**config.mk**
```make
export PLATFORM = sky130hd
export DESIGN_NAME = booth_control
export DESIGN_NICKNAME = d
export VERILOG_FILES = /design/src/rtl/booth_control.sv
export SDC_FILE = /design/constraint.sdc
export NUM_CORES = 1
export LEC_CHECK = 0
export ABC_AREA = 1
export CAP_MARGIN = 10
export CORE_AREA = 2 2 39 41
export CTS_CLUSTER_DIAMETER = 50
export DETAILED_ROUTE_END_ITERATION = 8
export DIE_AREA = 0 0 41 43
export SETUP_SLACK_MARGIN = 0.05
export SYNTH_ARGS = -nofsm -noshare
export SYNTH_HDL_FRONTEND = slang
export SYNTH_SLANG_ARGS = --single-unit
```
**constraint.sdc**
```tcl
create_clock -name clock -period 1.7 [get_ports clock]
set_input_delay 0.425 -clock clock [delete_from_list [all_inputs] [get_ports clock]]
set_output_delay 0.425 -clock clock [all_outputs]
set_load 0.03 [all_outputs]
```
**src/rtl/booth_control.sv**
```systemverilog
// rtl/booth_control.sv - Booth multiplier control FSM for a 7-bit A/B/P datapath
module booth_control (
    input  logic       clock,
    input  logic       reset,
    input  logic       start,
    input  logic       b_lsb,
    input  logic       x,
    input  logic       flag,
    output logic       af1,
    output logic       af0,
    output logic       bf1,
    output logic       bf0,
    output logic       pf1,
    output logic       pf0,
    output logic       m,
    output logic       ci,
    output logic       e,
    output logic       cnt_clr,
    output logic       busy,
    output logic       done,
    output logic [2:0] state
);

    typedef enum logic [2:0] {
        IDLE  = 3'd0,
        LOAD  = 3'd1,
        EXAM  = 3'd2,
        SHIFT = 3'd3,
        DONE  = 3'd4
    } state_t;

    state_t     state_q;
    logic [1:0] af_q;
    logic [1:0] bf_q;
    logic [1:0] pf_q;
    logic       e_q;
    logic       cnt_clr_q;
    logic       busy_q;
    logic       done_q;

    // EXAM with the counter not yet at 7 is the only place the Booth pair is decoded
    logic       exam_active;
    logic       booth_op;
    logic [1:0] pf_out;

    assign exam_active = (state_q == EXAM) && !flag;
    // {b_lsb,x} = 10 subtracts, 01 adds; 00/11 leave P alone
    assign booth_op    = exam_active && (b_lsb ^ x);

    // Mealy overlay: the add/subtract request replaces the registered P code in EXAM
    always_comb begin
        pf_out = pf_q;
        if (booth_op) begin
            pf_out = 2'b01;
        end
    end

    // Next state and registered Moore outputs for the state being entered
    always_ff @(posedge clock or posedge reset) begin
        if (reset) begin
            state_q   <= IDLE;
            af_q      <= 2'b00;
            bf_q      <= 2'b00;
            pf_q      <= 2'b00;
            e_q       <= 1'b0;
            cnt_clr_q <= 1'b0;
            busy_q    <= 1'b0;
            done_q    <= 1'b0;
        end else begin
            af_q      <= 2'b00;
            bf_q      <= 2'b00;
            pf_q      <= 2'b00;
            e_q       <= 1'b0;
            cnt_clr_q <= 1'b0;
            busy_q    <= 1'b1;
            done_q    <= 1'b0;
            case (state_q)
                IDLE: begin
                    if (start) begin
                        state_q   <= LOAD;
                        af_q      <= 2'b01;
                        bf_q      <= 2'b01;
                        pf_q      <= 2'b10;
                        cnt_clr_q <= 1'b1;
                    end else begin
                        state_q <= IDLE;
                        busy_q  <= 1'b0;
                    end
                end
                LOAD: begin
                    state_q <= EXAM;
                end
                EXAM: begin
                    if (flag) begin
                        state_q <= DONE;
                        done_q  <= 1'b1;
                    end else begin
                        state_q <= SHIFT;
                        pf_q    <= 2'b11;
                        bf_q    <= 2'b10;
                        e_q     <= 1'b1;
                    end
                end
                SHIFT: begin
                    state_q <= EXAM;
                end
                DONE: begin
                    state_q <= IDLE;
                    busy_q  <= 1'b0;
                end
                default: begin
                    state_q <= IDLE;
                    busy_q  <= 1'b0;
                end
            endcase
        end
    end

    assign af1     = af_q[1];
    assign af0     = af_q[0];
    assign bf1     = bf_q[1];
    assign bf0     = bf_q[0];
    assign pf1     = pf_out[1];
    assign pf0     = pf_out[0];
    assign m       = booth_op && b_lsb;
    assign ci      = booth_op && b_lsb;
    assign e       = e_q;
    assign cnt_clr = cnt_clr_q;
    assign busy    = busy_q;
    assign done    = done_q;
    assign state   = state_q;

endmodule

```
==> Word-level counts from Yosys, hierarchy flattened <==
Index checks and enable logic that the tools add are counted.
W data, S select, Z words.
{ "word_totals": {"out_inout_bits": 15, "in_bits": 6, "elab_cells": 37, "reg_bits": 13} }
{ "op_classes": {"mux": 18, "n_bitwise": 1, "eq_ne": 3, "reduce_logical": 7} }
{ "op_table": {"columns": ["operator", "n"], "rows": [
  ["$mux W1", 9],
  ["$pmux W3 S3", 1],
  ["$mux W2", 4],
  ["$pmux W2 S2", 2],
  ["$eq A3 B2 Y1 const B", 2],
  ["$eq A3 B1 Y1 const B", 1],
  ["$logic_and A1 B1 Y1", 3],
  ["$logic_not A3 Y1", 1],
  ["$mux W3", 1],
  ["$reduce_or A3 Y1", 1],
  ["$pmux W1 S2", 1],
  ["$reduce_or A2 Y1", 1],
  ["$logic_not A1 Y1", 1],
  ["$xor A1 B1 Y1", 1]
]} }

==> Depth between registers and ports, before layout <==
{ "logic_depth": {"ltp_word": 4, "ltp_mapped": 5, "ltp_nobuf": 5} }

==> Least setup slack after synthesis <==
Ideal clock, no wire load.
{ "synth_path": {"kind": "register -> output", "from": "register state_q[2] (netlist: state[2])", "to": "output m", "stages_incl_launch_ff": 5, "arrival_ns": 1.529, "setup_slack_ns": -0.254, "n_path_buf": 1, "t_required_ns": 1.275, "path_cell_list": "dfrtp_1 nor2_4 nand3_4 nor3_2 buf_4"} }
{ "synth_between": {"elab_chain_len": 4} }
{ "synth_lines": {"columns": ["element", "line_no", "source"], "rows": [
  ["start: declaration", "32", "state_t state_q;"],
  ["start signal: assignment", "61", "state_q <= IDLE;"],
  ["start signal: assignment", "80", "state_q <= LOAD;"],
  ["start signal: assignment", "86", "state_q <= IDLE;"],
  ["$eq A3 B2 Y1", "46", "assign exam_active = (state_q == EXAM) && !flag;"],
  ["$logic_and A1 B1 Y1", "46", null],
  ["$logic_and A1 B1 Y1", "48", "assign booth_op = exam_active && (b_lsb ^ x);"],
  ["$logic_and A1 B1 Y1", null, null],
  ["end: declaration", "15", "output logic m,"]
]} }
Every way passes these cells.

==> Final worst setup path <==
{ "layout_path": {"from": "register state_q[0] (netlist: state[0])", "to": "output pf1"} }
{ "layout_between": {"elab_chain_len": 4} }
{ "layout_lines": {"columns": ["element", "line_no", "source"], "rows": [
  ["$eq A3 B2 Y1", "46", null],
  ["$logic_and A1 B1 Y1", "46", null],
  ["$logic_and A1 B1 Y1", "48", null],
  ["$mux W2", "53", "if (booth_op) begin"],
  ["end: declaration", "13", "output logic pf1,"]
]} }
Every way passes these cells.

==> results.yml <==
status:
  run_status: "finished clean"
synth:
  postSynth.topFlopCell: "dfrtp_1"
  synth_cell_types: 13
  avgSynthCellArea_um2: 9.53
  synth_nets: 48
  yosysTopAreaCell: "dfrtp_1"
  ys_seq_area_frac: 0.563
  netlist_top_cells_area: "dfrtp_1, inv_1, buf_4"
  ys_async_sr_fraction: 1.00
  synth_seq_cells: 9
  ys_warn_count: 0
  synth-edff-count: 0
  syn-cell-area_um2: 400
  synth_top_area_frac: 0.563
  synth_cells: 42
sta:
  report.final.slew_viol_count: 0
  rsz0062_at_grt: "true"
  hold-worst-slack_ns: 0.431
  fmax_mhz: 595
  fin_ws_ns: 0.0201
  finalSetupTns_ns: 0
  finalCriticalPeriod_ns: 1.68
  fin_worst_skew_ns: 0.00236
  min_period_over_period: 0.988
  hold_violations: 0
  setup_viol: 0
die:
  start_util: 0.289
  die-area_mm2: 0.00176
  fp.dieW_um: 41
  ios: 21
  fp-row-count: 14
  die-height_um: 43
  core_mm2: 0.00138
power_and_ir_drop:
  p_leak_nw: 0.392
  power_mw: 1.10
  clkPwrFrac: 0.141
  ir_drop_v: 0.000885
  switching_share: 0.442
  pwr-share-seq: 0.305
  p_switching_uw: 486
  p_int_uw: 614
  p_comb_frac: 0.554
  p_per_area_mw_per_mm2: 1710
global_routing:
  grt_max_degree: 10
  grt_pass1_wl_um: 1100
  overflow: 0
  grt_pass1_vias: 271
  track_usage: 0.103
  antenna_found_initial: 0
setup_path:
  r2r-start: "state[0]"
  reg2reg_slack_ns: 0.65
  arrival_ns: 1.25
  critPathRequiredTime_ns: 1.27
  crit_path_end: "pf1"
  ff2ff_path_depth: 4
  crit_path_start_kind: "register"
  worstPathMaxFanout: 4
  rr_endpoint: "state[1]"
  cp-end-kind: "primary output"
  worstSetupPathType: "register to primary output"
  startpoint: "state[0]"
cells_and_area:
  fin_util: 0.464
  area_growth_syn_to_layout_pct: 60.3
  antenna_cells: 0
  stdcell_count: 83
  stdcell_area_um2: 642
  nets: 74
  drive_above_1_share: 0.299
clocking:
  cts_made_buffers: 3
  htree_levels: 1
  clockBufferDepth: 2
  clock_latency_ns: 0.25
  clock_sinks: 9
  cts_tree: "done"
  ctsRootBufferMaster: "clkbuf_4"
  clk_pin_slew_ns: 0.06
place:
  gp_congestion: 0.747
  dp_hpwl_um: 537
  dp_slack_ns: -0.153
  post-place-cells: 76
  portBuffers: 19
  dpl-instance-area_um2: 602
drt:
  drt_iter0_markers: 6
  drt_wl_total_um: 684
  route.detailed.drc: 0
  routed-via-count: 324
  viasPerCell: 3.90
  wl_per_cell_um: 8.24
  ant_nets: 0
  dr.pass1.iters: 4
job:
  drv_cap: 0
hold_path:
  hold_path.class: "input port to async pin"
registers in the layout (all words and copies together), names as in the netlist:
signal  cells
bf_q        1
e           1
pf_q        2
af_q        1
busy        1
state       3
worst max-delay path, cell delays in order, from the launching register on:
cell and delay [ns]:
dfrtp_2 0.43, nor2_4 0.14, nand3_4 0.11, nor2_1 0.11
nor2_1 0.06, buf_4 0.16
cells by family after synthesis:
family                 Yosys count  share of synthesized area
flip-flops                       9                      0.563
AO/OA/AOI/OAI                    3                     0.0500
buffers and inverters           15                      0.178
AND/OR/NAND/NOR                 14                      0.200
other                            1                    0.00937
area by class of cell:
cell class | instances | area (um^2)
inverter | 11 | 41.3
sequential | 9 | 228
multi-input combinational | 18 | 110
tap | 16 | 20.0
clock buffer | 4 | 26.3
fill | 142 | 742
timing repair buffer | 25 | 216
cells in the mapped netlist (4+ instances only):
master	instances
buf_4	4
inv_1	10
nor2_1	4
dfrtp_1	9
nand2_1	7
per-layer routing:
metal / up-vias / global-route usage / wire (um)
li1: 167 / - / -
met3: 0 / 0.0942 / 77
met2: 16 / 0.122 / 303
met5: - / 0 / 0
met4: 0 / 0.0400 / 0
met1: 141 / 0.127 / 303
repair_timing:
action / CTS / global route
endpoints found under the setup margin: 14 / 4
buffers inserted: 2 / 1
gates resized for setup: 16 / 0
pin swaps: 3 / 4
hold buffers: 0 / 0
layout by cell type (no fill, tap or decap), types with 3 or more instances in the layout:
cell and count:
dfrtp_1 7, nand2_1 7, inv_1 9, dlygate4sd2_1 13
clkbuf_4 3, buf_4 8, nor2_1 4
power groups by stage:
stage                     Combinational (mW)  Clock (mW)  Sequential [mW]
after global routing                   0.659       0.180            0.343
after CTS                              0.602       0.163            0.338
after floorplan                        0.242           0            0.497
final                                  0.608       0.155            0.336
after detailed placement               0.636           0            0.346
after global placement                 0.633           0            0.345
worst min path at each step:
stage / from / end / slack (ns) / depth (start not counted)
2_1_floorplan: reset / af_q[0] / 0.25 / 1
3_3_place_gp: state[2] / state[1] / 0.51 / 1
3_5_place_dp: state[2] / state[1] / 0.52 / 1
4_1_cts: reset / pf_q[1] / 0.44 / 2
5_1_grt: reset / pf_q[0] / 0.46 / 2
6_report: reset / e / 0.43 / 2
Power figures use the tool's default switching activity.
